--- config.mk ---
export PLATFORM = sky130hd
export DESIGN_NAME = mips_mc_controller
export DESIGN_NICKNAME = d
export VERILOG_FILES = /design/src/rtl/mips_ctrl_pkg.sv /design/src/rtl/mips_decode.sv /design/src/rtl/mips_mc_controller.sv
export SDC_FILE = /design/constraint.sdc
export NUM_CORES = 1
export LEC_CHECK = 0
export ABC_CLOCK_PERIOD_IN_PS = 3260
export BUFFER_PORTS_ARGS = -buffer_cell sky130_fd_sc_hd__buf_2
export CAP_MARGIN = 5
export CORE_AREA = 5 5 109 60
export DETAILED_ROUTE_END_ITERATION = 16
export DIE_AREA = 0 0 114 65
export PLACE_DENSITY = 0.58
export SYNTH_ARGS = -nofsm -noshare
export SYNTH_HDL_FRONTEND = slang
export SYNTH_SLANG_ARGS = --single-unit
--- constraint.sdc ---
create_clock -name clk -period 3.26 [get_ports clk]
set_clock_uncertainty 0.1 [all_clocks]
set_input_delay 0.652 -clock clk [delete_from_list [all_inputs] [get_ports clk]]
set_output_delay 0.652 -clock clk [all_outputs]
set_load 0.01 [all_outputs]
--- src/rtl/mips_ctrl_pkg.sv ---
// Shared encodings for the multicycle MIPS controller: opcodes, ALU codes, mux selects,
// FSM states and the latched control word.
package mips_ctrl_pkg;

    localparam int ALUFN_BITS = 5;

    localparam logic [5:0] OP_RTYPE = 6'h00, OP_J     = 6'h02, OP_JAL   = 6'h03,
                           OP_BEQ   = 6'h04, OP_BNE   = 6'h05, OP_ADDI  = 6'h08,
                           OP_ADDIU = 6'h09, OP_SLTI  = 6'h0a, OP_SLTIU = 6'h0b,
                           OP_ANDI  = 6'h0c, OP_ORI   = 6'h0d, OP_XORI  = 6'h0e,
                           OP_LUI   = 6'h0f, OP_LW    = 6'h23, OP_SW    = 6'h2b;

    localparam logic [5:0] F_SLL  = 6'h00, F_SRL  = 6'h02, F_SRA = 6'h03, F_JR  = 6'h08,
                           F_ADD  = 6'h20, F_ADDU = 6'h21, F_SUB = 6'h22, F_SUBU = 6'h23,
                           F_AND  = 6'h24, F_OR   = 6'h25, F_XOR = 6'h26, F_NOR  = 6'h27,
                           F_SLT  = 6'h2a, F_SLTU = 6'h2b;

    typedef logic [ALUFN_BITS-1:0] alufn_t;

    localparam alufn_t ALUFN_ADD = 5'd0,  ALUFN_SUB  = 5'd1, ALUFN_AND = 5'd2,
                       ALUFN_OR  = 5'd3,  ALUFN_XOR  = 5'd4, ALUFN_NOR = 5'd5,
                       ALUFN_SLT = 5'd6,  ALUFN_SLTU = 5'd7, ALUFN_SLL = 5'd8,
                       ALUFN_SRL = 5'd9,  ALUFN_SRA  = 5'd10, ALUFN_LUI = 5'd11;

    // Mux orderings shared with the existing datapath.
    localparam logic [1:0] PCSEL_PC4 = 2'b00, PCSEL_BR = 2'b01, PCSEL_J = 2'b10, PCSEL_JR = 2'b11;
    localparam logic [1:0] WA_RD  = 2'b00, WA_RT  = 2'b01, WA_R31 = 2'b10;
    localparam logic [1:0] WD_PC4 = 2'b00, WD_ALU = 2'b01, WD_MEM = 2'b10;
    localparam logic [1:0] AS_REG = 2'b00, AS_SHAMT = 2'b01, AS_C16 = 2'b10;

    typedef enum logic [2:0] {FETCH, DECODE, EXEC, MEM, WB, TRAP} state_t;

    typedef enum logic [2:0] {
        CLS_ALU, CLS_LOAD, CLS_STORE, CLS_BRANCH, CLS_JUMP, CLS_JAL, CLS_JR
    } cls_t;

    typedef struct packed {
        logic       werf;
        logic [1:0] wdsel;
        logic [1:0] wasel;
        logic [1:0] asel;
        logic       bsel;
        logic       sext;
        alufn_t     alufn;
        cls_t       cls;
    } ctrl_t;

endpackage

--- src/rtl/mips_decode.sv ---
// Combinational instruction decoder: op/func to the control word the FSM latches in DECODE.
module mips_decode
    import mips_ctrl_pkg::*;
(
    input  logic [5:0] op,
    input  logic [5:0] func,
    output ctrl_t      ctrl,
    output logic       valid
);

    always_comb begin
        // NOTE: every output gets a default first so no path through the case infers a latch.
        ctrl  = '0;
        ctrl.cls = CLS_ALU;
        valid = 1'b1;
        case (op)
            OP_RTYPE: begin
                ctrl.werf  = 1'b1;
                ctrl.wdsel = WD_ALU;
                ctrl.wasel = WA_RD;
                case (func)
                    F_SLL:          begin ctrl.asel = AS_SHAMT; ctrl.alufn = ALUFN_SLL; end
                    F_SRL:          begin ctrl.asel = AS_SHAMT; ctrl.alufn = ALUFN_SRL; end
                    F_SRA:          begin ctrl.asel = AS_SHAMT; ctrl.alufn = ALUFN_SRA; end
                    F_ADD, F_ADDU:  ctrl.alufn = ALUFN_ADD;
                    F_SUB, F_SUBU:  ctrl.alufn = ALUFN_SUB;
                    F_AND:          ctrl.alufn = ALUFN_AND;
                    F_OR:           ctrl.alufn = ALUFN_OR;
                    F_XOR:          ctrl.alufn = ALUFN_XOR;
                    F_NOR:          ctrl.alufn = ALUFN_NOR;
                    F_SLT:          ctrl.alufn = ALUFN_SLT;
                    F_SLTU:         ctrl.alufn = ALUFN_SLTU;
                    F_JR:           begin ctrl.werf = 1'b0; ctrl.cls = CLS_JR; end
                    default:        valid = 1'b0;
                endcase
            end
            OP_ADDI, OP_ADDIU, OP_SLTI, OP_SLTIU, OP_ANDI, OP_ORI, OP_XORI, OP_LUI: begin
                ctrl.werf  = 1'b1;
                ctrl.wdsel = WD_ALU;
                ctrl.wasel = WA_RT;
                ctrl.bsel  = 1'b1;
                case (op)
                    OP_ADDI, OP_ADDIU: begin ctrl.sext = 1'b1; ctrl.alufn = ALUFN_ADD;  end
                    OP_SLTI:           begin ctrl.sext = 1'b1; ctrl.alufn = ALUFN_SLT;  end
                    OP_SLTIU:          begin ctrl.sext = 1'b1; ctrl.alufn = ALUFN_SLTU; end
                    OP_ANDI:           ctrl.alufn = ALUFN_AND;
                    OP_ORI:            ctrl.alufn = ALUFN_OR;
                    OP_XORI:           ctrl.alufn = ALUFN_XOR;
                    default:           begin ctrl.asel = AS_C16; ctrl.alufn = ALUFN_LUI; end
                endcase
            end
            OP_LW: begin
                ctrl.werf  = 1'b1;
                ctrl.wdsel = WD_MEM;
                ctrl.wasel = WA_RT;
                ctrl.bsel  = 1'b1;
                ctrl.sext  = 1'b1;
                ctrl.alufn = ALUFN_ADD;
                ctrl.cls   = CLS_LOAD;
            end
            OP_SW: begin
                ctrl.bsel  = 1'b1;
                ctrl.sext  = 1'b1;
                ctrl.alufn = ALUFN_ADD;
                ctrl.cls   = CLS_STORE;
            end
            OP_BEQ, OP_BNE: begin
                ctrl.sext  = 1'b1;
                ctrl.alufn = ALUFN_SUB;
                ctrl.cls   = CLS_BRANCH;
            end
            OP_J:   ctrl.cls = CLS_JUMP;
            OP_JAL: begin
                ctrl.werf  = 1'b1;
                ctrl.wdsel = WD_PC4;
                ctrl.wasel = WA_R31;
                ctrl.cls   = CLS_JAL;
            end
            default: valid = 1'b0;
        endcase
    end

endmodule

--- src/rtl/mips_mc_controller.sv ---
// Multicycle MIPS control FSM: sequences FETCH/DECODE/EXEC/MEM/WB over a shared memory port,
// with a memory-ready timeout and sticky illegal-instruction / bus-error traps.
module mips_mc_controller
    import mips_ctrl_pkg::*;
#(
    parameter int MEM_TIMEOUT = 16,
    parameter int ALUFN_W     = 5
) (
    input  logic               clk,
    input  logic               reset_n,
    input  logic               enable,
    input  logic [5:0]         op,
    input  logic [5:0]         func,
    input  logic               Z,
    input  logic               mem_ready,
    output logic               mem_rd,
    output logic               mem_wr,
    output logic               ir_we,
    output logic               pc_we,
    output logic [1:0]         pcsel,
    output logic               werf,
    output logic [1:0]         wasel,
    output logic [1:0]         wdsel,
    output logic [1:0]         asel,
    output logic               bsel,
    output logic               sext,
    output logic [ALUFN_W-1:0] alufn,
    output logic               retire,
    output logic               illegal,
    output logic               bus_err
);

    localparam int CNT_W = $clog2(MEM_TIMEOUT + 1);
    typedef logic [CNT_W-1:0] cnt_t;
    localparam cnt_t CNT_LAST = cnt_t'(MEM_TIMEOUT - 1);

    state_t state_q, state_d;
    ctrl_t  dec_q, dec_d;
    logic   bne_q, bne_d;
    cnt_t   cnt_q, cnt_d;
    logic   illegal_q, illegal_d;
    logic   bus_err_q, bus_err_d;

    ctrl_t  dec_ctrl;
    logic   dec_valid;

    mips_decode u_decode (
        .op    (op),
        .func  (func),
        .ctrl  (dec_ctrl),
        .valid (dec_valid)
    );

    always_comb begin
        state_d   = state_q;
        dec_d     = dec_q;
        bne_d     = bne_q;
        cnt_d     = cnt_q;
        illegal_d = illegal_q;
        bus_err_d = bus_err_q;
        if (enable) begin
            case (state_q)
                FETCH:  if (mem_ready) state_d = DECODE;
                DECODE: begin
                    if (!dec_valid) begin
                        state_d   = TRAP;
                        illegal_d = 1'b1;
                    end else begin
                        state_d = EXEC;
                        dec_d   = dec_ctrl;
                        bne_d   = (op == OP_BNE);
                    end
                end
                EXEC: begin
                    case (dec_q.cls)
                        CLS_ALU:             state_d = WB;
                        CLS_LOAD, CLS_STORE: state_d = MEM;
                        default:             state_d = FETCH;
                    endcase
                end
                MEM:     if (mem_ready) state_d = (dec_q.cls == CLS_LOAD) ? WB : FETCH;
                WB:      state_d = FETCH;
                default: ;
            endcase
            // A ready on the final allowed wait cycle still completes the access.
            if ((state_q == FETCH || state_q == MEM) && !mem_ready) begin
                if (cnt_q == CNT_LAST) begin
                    state_d   = TRAP;
                    bus_err_d = 1'b1;
                end else begin
                    cnt_d = cnt_q + cnt_t'(1);
                end
            end
            if (state_d != state_q && (state_d == FETCH || state_d == MEM)) cnt_d = '0;
        end
    end

    always_ff @(posedge clk) begin
        // NOTE: state registers use non-blocking assignments so every flop samples pre-edge values.
        if (!reset_n) begin
            state_q   <= FETCH;
            dec_q     <= '0;
            bne_q     <= 1'b0;
            cnt_q     <= '0;
            illegal_q <= 1'b0;
            bus_err_q <= 1'b0;
        end else begin
            state_q   <= state_d;
            dec_q     <= dec_d;
            bne_q     <= bne_d;
            cnt_q     <= cnt_d;
            illegal_q <= illegal_d;
            bus_err_q <= bus_err_d;
        end
    end

    // Outputs are gated by reset_n so an access in flight drops in the reset cycle itself.
    always_comb begin
        mem_rd = 1'b0;
        mem_wr = 1'b0;
        ir_we  = 1'b0;
        pc_we  = 1'b0;
        pcsel  = PCSEL_PC4;
        werf   = 1'b0;
        wasel  = WA_RD;
        wdsel  = WD_PC4;
        asel   = AS_REG;
        bsel   = 1'b0;
        sext   = 1'b0;
        alufn  = '0;
        retire = 1'b0;
        if (reset_n) begin
            case (state_q)
                FETCH: begin
                    mem_rd = 1'b1;
                    ir_we  = enable & mem_ready;
                    pc_we  = enable & mem_ready;
                end
                EXEC: begin
                    alufn = ALUFN_W'(dec_q.alufn);
                    asel  = dec_q.asel;
                    bsel  = dec_q.bsel;
                    sext  = dec_q.sext;
                    case (dec_q.cls)
                        CLS_BRANCH: begin
                            pcsel  = PCSEL_BR;
                            pc_we  = enable & (bne_q ? ~Z : Z);
                            retire = enable;
                        end
                        CLS_JUMP: begin
                            pcsel  = PCSEL_J;
                            pc_we  = enable;
                            retire = enable;
                        end
                        CLS_JAL: begin
                            pcsel  = PCSEL_J;
                            pc_we  = enable;
                            werf   = enable;
                            wasel  = WA_R31;
                            wdsel  = WD_PC4;
                            retire = enable;
                        end
                        CLS_JR: begin
                            pcsel  = PCSEL_JR;
                            pc_we  = enable;
                            retire = enable;
                        end
                        default: ;
                    endcase
                end
                MEM: begin
                    mem_rd = (dec_q.cls == CLS_LOAD);
                    mem_wr = (dec_q.cls == CLS_STORE);
                    retire = enable & mem_ready & (dec_q.cls == CLS_STORE);
                end
                WB: begin
                    werf   = enable & dec_q.werf;
                    wasel  = dec_q.wasel;
                    wdsel  = dec_q.wdsel;
                    retire = enable;
                end
                default: ;
            endcase
        end
        illegal = reset_n & illegal_q;
        bus_err = reset_n & bus_err_q;
    end

endmodule

==> results.ini <==
[clock_tree]
cts_buffer_depth=2
cts_root_buffer=clkbuf_8
cts_inserted_buffers=3
cts-hold-fix-buffers=0
cts-htree-levels=1
insertion_delay_ns=0.28
clock_sinks=27
cts_tree=built
cts_post_setup_buffers_inserted=0
post_cts_resized=0
path_clk_slew_ns=0.10

[synth]
yosysWarningCount=0
yosysTopAreaCell=dfxtp_1
avgSynthCellArea_um2=7.28
synth.top_cell.area_share_pct=25.8
synth.most_common_cell=dfxtp_1
async_reset_ff_share_pct=0
postSynthCellCount=288
synth_edf_count=0
yosys_most_used_dff=dfxtp_1
synthesis.area_um2=2100
synth_common_cells=dfxtp_1 (27), a21oi_1 (22), nor2_1 (22), o21ai_0 (19), nand2_1 (18)
synth-seq-cells=27
synth_cell_types=59
synth_nets=307
yosysSeqAreaShare_pct=25.8
ys_top_cells_by_area=dfxtp_1 (26%), a21oi_1 (5.3%), o21ai_0 (4.5%), nand3_1 (4.1%), nor2_1 (3.9%)

[worst_setup_path]
r2r-start=state_q[1]$_SDFFE_PN0P_
ff2ff_path_depth=5
critPathLaunchType=flip-flop
end_kind=output port
worst_ep_arrival_time_ns=1.88
rr_endpoint=cnt_q[2]$_SDFFE_PN0P_
required_ns=2.51
worstPathMaxFanout=11
path_class=reg2out
r2r_setup_slack_ns=1.07

[floorplanning]
pin_count=40
coreArea_um2=5630
fp.dieW_um=114
rows=20
die_h_um=65
die-area_um2=7410
initial_utilization_pct=37.2

[global_route]
grtUsageTotal_pct=17.2
overflow=0
top_usage_layer=met1
grt_use_met3_pct=3.92
met1_usage_pct=28.8
grt_pass1_wl_um=10400
grt_pass1_vias=1996
grt_max_degree=24
grtUsageMet2_pct=21.8
antenna_found_initial=0

[power]
power.density_nw_per_um2=307
p_leak_nw=0.964
ir_drop_v=0.000162

[sta]
finalMaxSlewViolations=0
finalHoldViolations=0
worst_pin_slew_ns=0.713
timing.fmax_ghz=0.380
rsz0062_at_grt=no
period_share_pct=80.7
setup_violations=0
slew_headroom_pct=52.4
tns_ns=0
fin_crit_ns=2.63

[worst_hold_path]
min_path_type=reg2reg
hold_path_depth=2
hold_path_end=illegal_q$_SDFFE_PN0P_
min_from=illegal_q$_SDFFE_PN0P_

[layout]
fin_nets=333
fin_util_pct=42.1
area_growth_pct=12.9
drive_gt1_share_pct=17.6
n_antenna_cell=0

[routing]
vias_per_cell=5.70
firstDrtPassIters=4
drt-total-wl_um=6230
antenna_left=0
drc_errors=0
drt-initial-drc-count=184
avgRoutedWirePerCell_um=16.0
vias=2222

[job]
drv_cap=0

[placement]
io_buffers=38
hpwl_um=4840
gp_congestion=0.949

[status]
status=completed

## layer usage
| metal | up-vias | wire length (um) |
|---|---|---|
| li1 | 1105 | - |
| met1 | 1019 | 3400 |
| met2 | 96 | 2170 |
| met3 | 2 | 643 |
| met4 | 0 | 14 |
| met5 | - | 0 |
## sequential cells by signal, indices dropped and copies added, names as in the netlist
register   cells
illegal_q      1
state_q        3
dec_q         16
bne_q          1
bus_err_q      1
cnt_q          5
## kinds of logic (layout without fill, tap and decap cells)
family / after synthesis / in the layout / synth area share (%)
DFF: 27 / 27 / 25.8
and+or+nand+nor: 132 / 132 / 34.8
xor gates and xnor gates: 7 / 7 / 2.92
muxes: 1 / 1 / 0.537
adders and majority gates: 2 / 2 / 1.19
buffers and inverters: 33 / 58 / 6.86
other: 1 / 1 / 0.179
AOI/OAI and AO/OA: 85 / 85 / 27.7
## worst max-delay path, cell delays in order, from the launching register on
cell and delay [ns]:
dfxtp_1 0.52, inv_1 0.22, nor4_1 0.31, buf_4 0.22, nand3_1 0.08, nand2_1 0.10, buf_2 0.13
## placed cells by master (no fill, tap or decap), types with 3 or more instances in the layout
cell type,count
buf_2,38
dfxtp_1,27
nor2_1,22
a21oi_1,22
o21ai_0,19
nand2_1,18
nand3_1,17
and2_1,13
nor3_1,11
and3_1,10
nor2b_1,10
inv_1,9
nand2b_1,8
nand4_1,6
buf_4,6
a31oi_1,5
o211ai_1,5
xor2_1,4
o211a_1,4
nor3b_1,4
xnor2_1,3
o221ai_1,3
a211oi_1,3
clkbuf_8,3
## how the worst max path moves through the flow
stage                                  from               endpoint  cells after the start
floorplan                            enable                  pc_we                      4
global placement                      op[1]  cnt_q[3]$_SDFFE_PN0P_                      6
detailed placement                    op[1]  cnt_q[3]$_SDFFE_PN0P_                      6
CTS                 state_q[1]$_SDFFE_PN0P_               wasel[1]                      6
global route        state_q[1]$_SDFFE_PN0P_                 retire                      6
finish              state_q[1]$_SDFFE_PN0P_               wasel[1]                      6
## per-stage QoR
step	power, mW	hold slack, ns	cell area, um^2	worst slack [ns]	instances
finish	0.726	0.369	2370	0.629	390
global placement	0.532	0.342	2320	0.526	386
detailed placement	0.531	0.350	2320	0.445	386
global route	0.769	0.409	2370	0.405	390
CTS	0.726	0.374	2370	0.643	390
floorplan	0.476	0.329	2100	0.878	288
## power by group
group          total [mW]  leakage, nW  switching [mW]  internal (mW)
Sequential          0.352        0.218          0.0153          0.337
Clock               0.199       0.0255           0.113         0.0859
Combinational       0.175        0.720           0.114         0.0607
## final cells by class
type / count / area, um^2
Clock buffer: 3 / 41.3
Clock inverter: 1 / 5.00
Fill cell: 607 / 3260
Inverter: 10 / 37.5
Multi-Input combinational cell: 228 / 1410
Sequential cell: 27 / 541
Tap cell: 77 / 96.3
Timing Repair Buffer: 44 / 235
Note: power is estimated with default switching activity, not from simulation.
